===== config.mk =====
export PLATFORM = sky130hd
export DESIGN_NAME = run_monitor
export DESIGN_NICKNAME = d
export VERILOG_FILES = /design/src/rtl/run_monitor.sv
export SDC_FILE = /design/constraint.sdc
export NUM_CORES = 1
export LEC_CHECK = 0
export BUFFER_PORTS_ARGS = -buffer_cell sky130_fd_sc_hd__buf_4
export CAP_MARGIN = 20
export CORE_MARGIN = 3
export CORE_UTILIZATION = 40
export DETAILED_ROUTE_END_ITERATION = 7
export PLACE_DENSITY = 0.71
export SLEW_MARGIN = 20
export SYNTH_ARGS = -nofsm -noshare
export SYNTH_HDL_FRONTEND = slang
export SYNTH_SLANG_ARGS = --single-unit

===== constraint.sdc =====
create_clock -name clk -period 5.4 [get_ports clk]
set_clock_uncertainty 0.15 [all_clocks]
set_input_delay 0.81 -clock clk [delete_from_list [all_inputs] [get_ports clk]]
set_output_delay 0.81 -clock clk [all_outputs]
set_load 0.01 [all_outputs]

===== src/rtl/run_monitor.sv =====
// rtl/run_monitor.sv - end-of-run detector that snapshots the register taps and streams them out
module run_monitor #(
  parameter int unsigned STALL_LIMIT = 4,
  parameter logic [31:0] MAX_CYCLES  = 32'd2000
) (
  input  logic        clk,
  input  logic        rst,
  input  logic [31:0] pc,
  input  logic [31:0] regs0,
  input  logic [31:0] regs1,
  input  logic [31:0] regs2,
  input  logic [31:0] regs3,
  input  logic [31:0] regs4,
  input  logic [31:0] regs5,
  input  logic [31:0] cycles_consumed,
  output logic        done,
  output logic [1:0]  halt_cause,
  output logic [31:0] final_cycles,
  output logic        dump_valid,
  input  logic        dump_ready,
  output logic [2:0]  dump_index,
  output logic [31:0] dump_data,
  output logic        dump_last
);

  localparam int CNT_W = $clog2(STALL_LIMIT + 1);
  localparam logic [CNT_W-1:0] CNT_SAT  = CNT_W'(STALL_LIMIT);
  localparam logic [CNT_W-1:0] CNT_FIRE = CNT_W'(STALL_LIMIT - 1);

  typedef enum logic [1:0] {S_RUN, S_SNAP, S_DUMP, S_DONE} state_t;

  state_t           state;
  state_t           state_nxt;
  logic [31:0]      prev_pc;
  logic             first;
  logic [CNT_W-1:0] stall_cnt;
  logic [CNT_W-1:0] stall_inc;
  logic [31:0]      snap [6];
  logic             pc_same;
  logic             stall_hit;
  logic             limit_hit;
  logic             beat_done;

  always_ff @(posedge clk or negedge rst) begin
    if (!rst) state <= S_RUN;
    else      state <= state_nxt;
  end

  always_comb begin
    stall_inc = (stall_cnt == CNT_SAT) ? CNT_SAT : stall_cnt + CNT_W'(1);
    pc_same   = !first && (pc == prev_pc);
    stall_hit = pc_same && (stall_inc == CNT_FIRE);
    limit_hit = (cycles_consumed >= MAX_CYCLES);
    beat_done = dump_valid && dump_ready;
    state_nxt = state;
    case (state)
      S_RUN:   if (stall_hit || limit_hit) state_nxt = S_SNAP;
      S_SNAP:  state_nxt = S_DUMP;
      S_DUMP:  if (beat_done && dump_index == 3'd5) state_nxt = S_DONE;
      default: state_nxt = state;
    endcase
  end

  always_ff @(posedge clk or negedge rst) begin
    if (!rst) begin
      prev_pc      <= '0;
      first        <= 1'b1;
      stall_cnt    <= '0;
      done         <= 1'b0;
      halt_cause   <= 2'b00;
      final_cycles <= '0;
      dump_valid   <= 1'b0;
      dump_index   <= '0;
      dump_data    <= '0;
      dump_last    <= 1'b0;
      for (int i = 0; i < 6; i++) snap[i] <= '0;
    end else begin
      case (state)
        S_RUN: begin
          first     <= 1'b0;
          prev_pc   <= pc;
          stall_cnt <= pc_same ? stall_inc : '0;
          // stall takes priority when both conditions land on the same edge
          if (stall_hit)      halt_cause <= 2'b01;
          else if (limit_hit) halt_cause <= 2'b10;
        end
        S_SNAP: begin
          snap[0]      <= regs0;
          snap[1]      <= regs1;
          snap[2]      <= regs2;
          snap[3]      <= regs3;
          snap[4]      <= regs4;
          snap[5]      <= regs5;
          final_cycles <= cycles_consumed;
          dump_valid   <= 1'b1;
          dump_index   <= 3'd0;
          dump_data    <= regs0;
          dump_last    <= 1'b0;
        end
        S_DUMP: begin
          if (beat_done) begin
            if (dump_index == 3'd5) begin
              dump_valid <= 1'b0;
              dump_last  <= 1'b0;
              done       <= 1'b1;
            end else begin
              dump_index <= dump_index + 3'd1;
              dump_data  <= snap[dump_index + 3'd1];
              dump_last  <= (dump_index == 3'd4);
            end
          end
        end
        default: ;
      endcase
    end
  end

endmodule


# After elaboration in Yosys (flattened, before gate mapping)
# Index checks and enable logic that the tools add are counted.
word_totals:
  n_memories: 0
  reg_bits: 302
  mem_bits_rw: 0
  mem_bits_ro: 0
  latch_bits: 0
op_classes:
  addsub: 2
  shift: 0
  div: 0
  eq_ne: 12
  muxes: 22
  magnitude_cmp: 2
  reduce_logical: 16
  bitwise_logic: 1
  n_mul: 0
op_table:
  columns: ["cell", "n"]
  rows:
  - ["32-bit 2-to-1 mux", 4]
  - ["32-bit binary-select mux with 3-bit select", 1]
  - ["32-bit case mux with 2 select lines", 1]
  - ["32-bit equality test", 1]
  - ["32-bit by 11-bit >= comparator with 1-bit output, second input constant", 1]
  - ["3-bit 2-to-1 mux", 4]
  - ["3-bit AND reduction", 4]
  - ["2-bit != test, second input constant", 5]
  - ["3-bit equality test, second input constant", 3]
  - ["2-bit 2-to-1 mux", 4]
  - ["3-bit by 1-bit adder with 3-bit output, second input constant", 2]
  - ["2-bit case mux with 3 select lines", 1]
  - ["3-bit case mux with 2 select lines", 1]
  - ["4-bit >= comparator, second input constant", 1]
  - ["1-bit logical AND", 4]
  - ["1-bit 2-to-1 mux", 4]
  - ["3-bit NOT with 4-bit output", 1]
  - ["1-bit case mux with 2 select lines", 2]
  - ["2-bit AND reduction", 2]
  - ["2-bit nonzero test", 2]
  - ["3-bit by 2-bit equality test with 1-bit output, second input constant", 1]
  - ["3-bit nonzero test", 1]
  - ["2-bit by 1-bit equality test with 1-bit output, second input constant", 1]
  - ["2-bit equality test, second input constant", 1]
  - ["other kinds (3)", 3]

# Logic depth before layout (Yosys ltp)
depth:
  depth_word: 8
  ltp_mapped: 12
  mapped_depth_nobuf: 8

# Worst setup path before layout
# OpenSTA, ideal clock, no wires.
synth_timing:
  path_kind: "register to register"
  from: "register dump_index[0]"
  to: "register dump_data[23]"
  slack_ns: 2.604
  required_ns: 5.118
  synth_period_minus_slack_ns: 2.796
  path_stages_with_launch: 13
  setup_time_ns: 0.132
  arrival_ns: 2.514
  path_cell_list: "dfrtp_1 clkbuf_1 buf_4 buf_2 inv_1 ha_1 buf_2 clkbuf_1 mux4_2 nand2_1 o311ai_1 o21ai_1 o21ai_1"
synth_via:
  elab_chain_len: 8
  elab_cells_between_ends: 11
  cone_classes: "1 x add/sub; 2 x eq/ne; 6 x mux; 1 x bitwise; 1 x reduce/logical"
synth_rtl:
  columns: ["item", "line_no", "source"]
  rows:
  - ["start: declaration", "21", "output logic [2:0] dump_index,"]
  - ["start signal: assignment", "107", "dump_index <= dump_index + 3'd1;"]
  - ["3-bit by 1-bit adder with 3-bit output", "108", "dump_data <= snap[dump_index + 3'd1];"]
  - ["3-bit NOT with 4-bit output (not written as such)", "108", null]
  - ["32-bit binary-select mux with 3-bit select", "108", null]
  - ["32-bit 2-to-1 mux (not written as such) (2 in a row)", "108", null]
  - ["32-bit 2-to-1 mux", "102", "if (dump_index == 3'd5) begin"]
  - ["32-bit 2-to-1 mux", "101", "if (beat_done) begin"]
  - ["32-bit case mux with 2 select lines", "78", "case (state)"]
  - ["end signal: assignment", "97", "dump_data <= regs0;"]
  - ["end signal: assignment", "108", null]
  - ["end: declaration", "22", "output logic [31:0] dump_data,"]
# Several ways; a longest one is shown, not always the timed one. The select of a mux whose other input is x is not followed.
# A chain may end at the register's enable or synchronous reset.

# Final worst setup path
layout_timing:
  from: "register dump_index[0]"
  to: "register dump_data[22]"
# Same word-level chain as after synthesis.

==> results.json <==
{
  "status": "finished, final reports clean",
  "final_antenna_net_count": 0,
  "end_kind": "flip-flop",
  "drtIter0Drc": 375,
  "critPathLaunchType": "flip-flop",
  "cts_buffer_depth": 3,
  "h-tree-depth": 2,
  "grt_max_degree": 140,
  "dp_hpwl_um": 23140,
  "clock_power_share": 0.229,
  "cp.required_ns": 5.64,
  "hold_slack_ns": 0.1140,
  "final_cell_mix": "buf_4, dfrtp_1, mux2_2, nand2_1, o21ai_1",
  "synth.avg_cell_area_um2": 13.98,
  "critPathMaxFanout": 65,
  "arrival_ns": 3.32,
  "synth_edf_count": 0,
  "met3RoutedLength_um": 2076,
  "antenna_found_initial": 4,
  "drc": 0,
  "maxCapViolCount": 0,
  "coreArea_um2": 32870,
  "yosysSeqAreaShare": 0.5598,
  "final_common_cell": "buf_4",
  "grt_pass1_vias": 9510,
  "min_path_type": "in2async",
  "wire_per_inst_um": 18.95,
  "setup-violations-final": 0,
  "power_frac_comb": 0.405,
  "grt_pass1_wl_um": 52460,
  "swShare": 0.3190,
  "p_leak_nw": 7.760,
  "root_buffer": "clkbuf_16",
  "dieArea_um2": 36000,
  "slew_violations": 0,
  "hold_buffers": 0,
  "ys_warn_count": 0,
  "slew_headroom": 0.3253,
  "p_seq_frac": 0.365,
  "drive_gt1_frac": 0.5368,
  "min_period_ns": 3.081,
  "timing.setup.tns_ns": 0,
  "wl_met2_um": 16300,
  "syn_nets": 1235,
  "syn_inst": 966,
  "cts_tree": "built",
  "syn_to_final_growth_pct": 31.51,
  "path_class": "reg2reg",
  "syn-cell-area_um2": 13500,
  "fp.dieH_um": 189.7,
  "power_density_nw_per_um2": 631.5,
  "power_mw": 11.21,
  "hold_viol": 0,
  "dieWidth_um": 189.7,
  "start_util": 0.4108,
  "synth_seq_cells": 302,
  "drt_pre_antenna_iters": 4,
  "num_rows": 66,
  "p_int_mw": 7.637,
  "clkSlewWorstSetupHoldPaths_ns": 0.05,
  "clock_latency_ns": 0.51,
  "synthArstFlopShare": 1.000,
  "irDropWorstVdd_mv": 0.3058,
  "worst_pin_slew_ns": 1.012,
  "cts_sinks": 302,
  "grt_overflow": 0,
  "synth.distinct_cells": 42,
  "period_share": 0.5705,
  "met1_length_um": 14090,
  "rsz0062_at_grt": "no",
  "synthFlopType": "dfrtp_1",
  "place_congestion": 0.7530,
  "post_cts_buffers": 0,
  "port_buffers": 330,
  "p_sw_mw": 3.577,
  "post-route-util": 0.5403,
  "viasPerCell": 5.123,
  "grt.total_usage": 0.1821,
  "cts-resized-gates": 0,
  "cts_buffers": 36,
  "num_vias": 8965,
  "ioPinCount": 331,
  "routed_wl_um": 33170,
  "max_freq_ghz": 0.3246,
  "fin_nets": 1550,
  "highest_layer": "met5"
}
synth_stat cells (4+ instances only):
cell type / number / area share
a21oi_1: 7 / 0.0026
buf_1: 14 / 0.0039
buf_2: 13 / 0.0048
clkbuf_1: 37 / 0.010
dfrtp_1: 301 / 0.56
ha_1: 10 / 0.0093
inv_1: 7 / 0.0019
mux2_2: 256 / 0.21
mux2i_1: 33 / 0.024
mux4_2: 32 / 0.053
nand2_1: 73 / 0.020
nand4_1: 5 / 0.0023
nor2_1: 4 / 0.0011
nor4_1: 6 / 0.0028
o21ai_0: 5 / 0.0019
o21ai_1: 67 / 0.025
o311ai_1: 32 / 0.021
xnor2_1: 5 / 0.0032
xor2_1: 28 / 0.018
flip-flops by register name, indices dropped and copies added (netlist names), 2 cells and up:
name	count
dump_index	3
final_cycles	32
prev_pc	32
snap	192
halt_cause	2
stall_cnt	3
state	2
dump_data	32
metal layers:
layer / vias to the layer above / GRT usage
met3: 52 / 0.04422
met4: 6 / 0.05090
met5: - / 0.008242
met2: 219 / 0.3026
met1: 4522 / 0.2388
li1: 4166 / -
critical path, cell delays in order, from the launching register on:
cell,delay (ns)
dfrtp_4,0.89
inv_1,0.18
ha_4,0.88
mux4_2,0.41
nand2_1,0.09
o311ai_1,0.10
o21ai_1,0.15
o21ai_1,0.08
kinds of logic after synthesis:
kind of cell,count (synthesis),share of synthesized area
mux,322,0.2924
flops,302,0.5598
compound gates,120,0.05597
simple gates,107,0.03966
buf+inv,72,0.02150
xor+xnor,33,0.02140
fa+ha+maj,10,0.009266
cell type report:
cell class | instances | area [um2]
Timing Repair Buffer | 342 | 2640
Inverter | 7 | 26.28
Multi-Input combinational cell | 592 | 5713
Sequential cell | 302 | 7562
Fill cell | 2803 | 15110
Clock buffer | 49 | 1001
Clock inverter | 14 | 257.7
Tap cell | 442 | 553.0
Antenna cell | 2 | 5.005
path summary, 6_finish.rpt:
kind | startpoint | to | slack (ns) | depth (start not counted)
max | dump_index[0] | dump_data[22] | 2.32 | 7
min | rst | snap[60] | 0.11 | 1
max reg2reg | dump_index[0] | dump_data[22] | 2.32 | 7
min reg2reg | first | first | 0.34 | 1
max in group asynchronous | rst | first | 3.81 | 3
min in group clk | first | first | 0.34 | 1
power by group through the flow:
| stage | Combinational [mW] | Clock [mW] | Sequential, mW |
|---|---|---|---|
| finish | 4.55 | 2.57 | 4.10 |
| global route | 4.97 | 2.73 | 4.25 |
| CTS | 4.60 | 2.64 | 4.11 |
| detailed placement | 4.59 | 0 | 4.14 |
| global placement | 4.47 | 0 | 4.08 |
| floorplan | 3.28 | 0 | 4.00 |
stage by stage:
stage	setup WS (ns)	instance area (um2)	cells
after CTS	2.046	17700	1746
after global routing	2.068	17760	1750
after detailed placement	2.072	16440	1683
after floorplan	2.604	13500	966
final	2.319	17760	1750
after global placement	2.132	16440	1683
Power figures use the tool's default switching activity.
